$ cat src/rtl/fetch_pkg.sv
// Shared constants and the fetch-entry layout for the instruction fetch queue.
// Optional same-cycle bypass is enabled by defining FETCH_QUEUE_BYPASS_EN.
package fetch_pkg;

    localparam int          PC_INC   = 4;
    localparam logic [31:0] INST_NOP = 32'h0000_0000;

    // Default-width entry; modules with another AW build the same {inst, pc} layout.
    localparam int FETCH_AW = 32;

    typedef struct packed {
        logic [FETCH_AW-1:0] inst;
        logic [FETCH_AW-1:0] pc;
    } fetch_entry_t;

endpackage

$ cat src/rtl/fq_fifo.sv
// Circular DEPTH-entry store for fetched {inst, pc} pairs with head/tail
// pointers, an occupancy counter and a single-cycle flush.
module fq_fifo
    import fetch_pkg::*;
#(
    parameter int  DEPTH   = 4,
    parameter type entry_t = fetch_entry_t
) (
    input  logic                   clk,
    input  logic                   clrn,
    input  logic                   flush,
    input  logic                   push,
    input  logic                   pop,
    input  entry_t                 wr_entry,
    output entry_t                 rd_entry,
    output logic [$clog2(DEPTH):0] count
);

    localparam int PW = $clog2(DEPTH);

    entry_t          mem [DEPTH];
    logic [PW-1:0]   head;
    logic [PW-1:0]   tail;
    logic [PW:0]     count_q;

    // NOTE: the entry array has no reset; validity lives entirely in head/tail/count,
    // so clearing the payload would only add reset fan-out.
    always_ff @(posedge clk) begin
        if (push) begin
            mem[tail] <= wr_entry;
        end
    end

    // NOTE: sequential state uses non-blocking assignments so every register samples
    // its pre-edge value regardless of statement order.
    always_ff @(posedge clk) begin
        if (clrn) begin
            head    <= '0;
            tail    <= '0;
            count_q <= '0;
        end else if (flush) begin
            head    <= tail;
            count_q <= '0;
        end else begin
            // DEPTH is a power of two, so pointer overflow is the modulo wrap.
            if (push) tail <= tail + PW'(1);
            if (pop)  head <= head + PW'(1);
            case ({push, pop})
                2'b10:   count_q <= count_q + (PW+1)'(1);
                2'b01:   count_q <= count_q - (PW+1)'(1);
                default: count_q <= count_q;
            endcase
        end
    end

    assign rd_entry = mem[head];
    assign count    = count_q;

endmodule

$ cat src/rtl/fetch_queue.sv
// Instruction fetch stage: PC register, fetch/pop control and a decoupling queue
// toward decode. Define FETCH_QUEUE_BYPASS_EN for same-cycle presentation when empty.
module fetch_queue
    import fetch_pkg::*;
#(
    parameter int            AW       = 32,
    parameter int            DEPTH    = 4,
    parameter int            IMEM_AW  = 6,
    parameter logic [AW-1:0] RESET_PC = '0
) (
    input  logic                   clk,
    input  logic                   clrn,
    input  logic                   redirect,
    input  logic [AW-1:0]          redirect_pc,
    output logic [IMEM_AW-1:0]     imem_addr,
    input  logic [AW-1:0]          imem_rdata,
    output logic                   if_valid,
    input  logic                   id_ready,
    output logic [AW-1:0]          if_inst,
    output logic [AW-1:0]          if_pc,
    output logic [AW-1:0]          if_pc4,
    output logic [$clog2(DEPTH):0] fq_count
);

    localparam int CW = $clog2(DEPTH) + 1;

    typedef struct packed {
        logic [AW-1:0] inst;
        logic [AW-1:0] pc;
    } entry_t;

    logic [AW-1:0] pc;
    logic [CW-1:0] count;
    entry_t        head_entry;
    entry_t        push_entry;
    logic          empty;
    logic          full;
    logic          bypass;
    logic          pop;
    logic          fetch;
    logic          push;
    logic          fifo_pop;

    assign imem_addr  = pc[IMEM_AW+1:2];
    assign empty      = (count == '0);
    assign full       = (count == CW'(DEPTH));
    assign push_entry = '{inst: imem_rdata, pc: pc};

    // NOTE: every output of this block gets a default first so no path can infer a latch.
    always_comb begin
        bypass   = 1'b0;
        if_valid = !redirect && !empty;
        if_inst  = empty ? AW'(INST_NOP) : head_entry.inst;
        if_pc    = head_entry.pc;
`ifdef FETCH_QUEUE_BYPASS_EN
        // Empty queue: hand the word being fetched straight to decode.
        if (empty && !redirect) begin
            bypass   = 1'b1;
            if_valid = 1'b1;
            if_inst  = imem_rdata;
            if_pc    = pc;
        end
`endif
        pop      = if_valid && id_ready && !redirect;
        fetch    = !redirect && (!full || pop);
        push     = fetch && !(bypass && pop);
        fifo_pop = pop && !bypass;
    end

    assign if_pc4   = if_pc + AW'(PC_INC);
    assign fq_count = count;

    // Reset beats redirect, redirect beats the sequential fetch advance.
    always_ff @(posedge clk) begin
        if (clrn) begin
            pc <= RESET_PC;
        end else if (redirect) begin
            pc <= redirect_pc;
        end else if (fetch) begin
            pc <= pc + AW'(PC_INC);
        end
    end

    fq_fifo #(
        .DEPTH   (DEPTH),
        .entry_t (entry_t)
    ) u_fifo (
        .clk      (clk),
        .clrn     (clrn),
        .flush    (redirect),
        .push     (push),
        .pop      (fifo_pop),
        .wr_entry (push_entry),
        .rd_entry (head_entry),
        .count    (count)
    );

endmodule

$ cat config.mk
export PLATFORM = sky130hd
export DESIGN_NAME = fetch_queue
export DESIGN_NICKNAME = d
export VERILOG_FILES = /design/src/rtl/fetch_pkg.sv /design/src/rtl/fq_fifo.sv /design/src/rtl/fetch_queue.sv
export SDC_FILE = /design/constraint.sdc
export NUM_CORES = 1
export LEC_CHECK = 0
export BUFFER_PORTS_ARGS = -buffer_cell sky130_fd_sc_hd__buf_2
export CAP_MARGIN = 20
export CORE_MARGIN = 2
export CORE_UTILIZATION = 50
export CTS_CLUSTER_DIAMETER = 150
export DETAILED_ROUTE_END_ITERATION = 10
export GPL_TIMING_DRIVEN = 0
export PLACE_DENSITY = 0.76
export SLEW_MARGIN = 20
export SYNTH_ARGS = -nofsm -noshare
export SYNTH_HDL_FRONTEND = slang
export SYNTH_SLANG_ARGS = --single-unit
$ cat constraint.sdc
create_clock -name clk -period 9.7 [get_ports clk]
set_input_delay 1.94 -clock clk [delete_from_list [all_inputs] [get_ports clk]]
set_output_delay 1.94 -clock clk [all_outputs]
set_load 0.05 [all_outputs]
==> flow_metrics.env <==
export IMPL_drive_above_1_share_pct=32.7
export IMPL_critPathMaxFanout=10
export IMPL_cts_max_level=1
export IMPL_worst_slack_ns=3.74
export IMPL_cts_tree="yes"
export IMPL_fin_util_pct=60.6
export IMPL_cts_setup_buffers=0
export IMPL_peakVddDrop_v=0.000176
export IMPL_critical_path_depth=7
export IMPL_seq_area_frac_synth_pct=68.4
export IMPL_start_kind="input pin"
export IMPL_cp_end_kind="output pin"
export IMPL_hp_class="reg -> reg"
export IMPL_final_area_mm2=0.0148
export IMPL_via_per_inst=5.52
export IMPL_grt_setup_unrepaired="false"
export IMPL_finalSetupTns_ns=0
export IMPL_syn_to_final_growth_pct=18.9
export IMPL_cts_resized=0
export IMPL_ant_nets=0
export IMPL_p_leak_nw=5.22
export IMPL_synth_top_area_share_pct=61.8
export IMPL_core_mm2=0.0244
export IMPL_die_x_um=162
export IMPL_grt_ovfl_total=0
export IMPL_dr_pass1_iters=5
export IMPL_start_util_pct=51.0
export IMPL_clockBufferDepth=3
export IMPL_drcViolationCount=0
export IMPL_tightest_slew_ns=0.663
export IMPL_antenna_found_initial=3
export IMPL_place_congestion=0.794
export IMPL_path_class="in -> out"
export IMPL_grt_pass1_wl_um=40000
export IMPL_path_buf_inv=6
export IMPL_path_cells="buf_2, clkbuf_1, inv_1, clkbuf_1, buf_1, and2_1, buf_2"
export IMPL_status="completed"
export IMPL_synth_flop_cell="edfxtp_1"
export IMPL_dieArea_mm2=0.0262
export IMPL_slew_headroom_pct=55.6
export IMPL_io_pins=174
export IMPL_hpwl_um=17500
export IMPL_synth_compound_area_share_pct=2.99
export IMPL_setup_viol=0
export IMPL_yosysWarnings=0
export IMPL_synthCells=730
export IMPL_std_cell_rows=57
export IMPL_avgSynthCellArea_um2=17.0
export IMPL_hold_viol=0
export IMPL_drv_cap=0
export IMPL_clkSinkCount=297
export IMPL_synth_nets=806
export IMPL_endpoint="if_valid"
export IMPL_wl_per_cell_um=20.5
export IMPL_drt_total_wl_um=26300
export IMPL_period_minus_slack_ns=5.96
export IMPL_fill_cells=1860
export IMPL_total_power_mw=3.12
export IMPL_synthSimpleGateAreaFrac_pct=9.37
export IMPL_clock_latency_ns=0.54
export IMPL_synth_area_leaders="edfxtp_1 62%, mux4_2 10%, dfxtp_1 6.6%"
export IMPL_worstHoldStart="pc[25]"
export IMPL_crit_family="buffers and inverters"
export IMPL_dpl_cell_area_mm2=0.0138
export IMPL_synthMuxAreaShare_pct=12.4
export IMPL_synth_seq_cells=297
export IMPL_drv_slew=0
export IMPL_finClkSkew_ns=0.0112
export IMPL_synthAdderAreaFrac_pct=0.805
export IMPL_crit_slowest_cell="buf_1"
export IMPL_synth_edf_count=256
export IMPL_port_buffers=173
export IMPL_fin_hold_ws_ns=0.520
export IMPL_clk_pin_slew_ns=0.06
export IMPL_async_flop_share_pct=0
export IMPL_critPathArrivalTime_ns=4.02
export IMPL_cts_buffers=29
export IMPL_grtUsageTotal_pct=20.1
export IMPL_dr_first_iter_drc_count=645
export IMPL_synth_xor_area_share_pct=3.59
export IMPL_power_density_mw_per_mm2=211
export IMPL_vias=7086
export IMPL_placed_cells=1231
export IMPL_hold_buffers=0
export IMPL_dp_slack_ns=3.80
export IMPL_synth_top_family_by_area="multiplexers"
export IMPL_grt_start_max_net_pins=47
export IMPL_yosysTopAreaCell="edfxtp_1"
export IMPL_nets=1014
export IMPL_crit_start="redirect"
export IMPL_r2r_end="u_fifo.mem[1][63]"
export IMPL_timing_rr_start="u_fifo.count[0]"
export IMPL_first_global_vias=7070
export IMPL_worst_r2r_setup_slack_ns=7.01
export IMPL_max_freq_mhz=168
export IMPL_ys_types=56
export IMPL_cp_slowest_stage_delay_ns=0.53
export IMPL_fp_dieH_um=162
export IMPL_clockRootBuffer="clkbuf_16"
export IMPL_reg2regPathDepth=7
export IMPL_required_ns=7.76
export IMPL_period_share_pct=61.5
export IMPL_final_cell_count_no_fill=1284
export IMPL_netlist_area_mm2=0.0124
## kinds of logic after synthesis
family,after synthesis
AOI/OAI and AO/OA,50
xor gates and xnor gates,51
adders and majority gates,8
buffers and inverters,58
DFF,297
muxes,72
and+or+nand+nor,194
## layout by cell type (no fill, tap or decap), types with 24 or more instances in the layout
| master | count |
|---|---|
| edfxtp_1 | 256 |
| buf_2 | 179 |
| mux4_2 | 57 |
| dfxtp_1 | 41 |
| and2_1 | 37 |
| nand2_1 | 36 |
| xnor2_1 | 36 |
| nor2_1 | 32 |
| clkbuf_16 | 29 |
| clkbuf_1 | 24 |
## layer usage
layer / wire length, µm / track usage (%)
met3: 1410 / 3.19
met4: 529 / 4.99
met2: 13200 / 34.2
met5: 13 / 0
met1: 11100 / 27.4
## registers in the layout (all words and copies together), names as in the netlist, named ones only
signal / count
u_fifo.mem: 256
pc: 32
u_fifo.count: 3
u_fifo.tail: 2
u_fifo.head: 2
## area by class of cell
| type | instances | area (µm²) | share of cell area, % |
|---|---|---|---|
| Antenna cell | 1 | 2.50 | 0.0169 |
| Buffer | 42 | 238 | 1.61 |
| Clock buffer | 35 | 758 | 5.13 |
| Clock inverter | 17 | 201 | 1.36 |
| Inverter | 16 | 60.1 | 0.406 |
| Multi-Input combinational cell | 375 | 3640 | 24.6 |
| Sequential cell | 297 | 8510 | 57.6 |
| Tap cell | 324 | 405 | 2.74 |
| Timing Repair Buffer | 177 | 968 | 6.55 |
## how the worst min path moves through the flow
stage,endpoint,slack [ns],cells after the start
final,u_fifo.mem[2][25],0.52,0
after global routing,u_fifo.mem[1][25],0.54,0
after CTS,u_fifo.tail[1],0.52,2
after detailed placement,u_fifo.tail[1],0.51,2
after global placement,u_fifo.tail[1],0.50,2
after floorplan,u_fifo.mem[0][25],0.46,0
## cells in the mapped netlist (8+ instances only)
| library cell | count |
|---|---|
| and2_1 | 41 |
| clkbuf_1 | 19 |
| nor2_1 | 32 |
| inv_1 | 16 |
| mux2i_1 | 8 |
| dfxtp_1 | 41 |
| nor3_1 | 16 |
| a211oi_1 | 16 |
| edfxtp_1 | 256 |
| ha_1 | 8 |
| nand4_1 | 8 |
| nand2_1 | 36 |
| xnor2_1 | 36 |
| xor2_1 | 15 |
| nand3_1 | 12 |
| mux4_2 | 57 |
| buf_4 | 9 |
## where the power goes
part	total, mW	switching [mW]	leakage, nW	internal [mW]
clock network	1.13	0.448	0.472	0.684
logic	0.497	0.348	2.03	0.149
registers	1.49	0.0311	2.72	1.46
No activity file was read; power rests on OpenSTA's default activity.
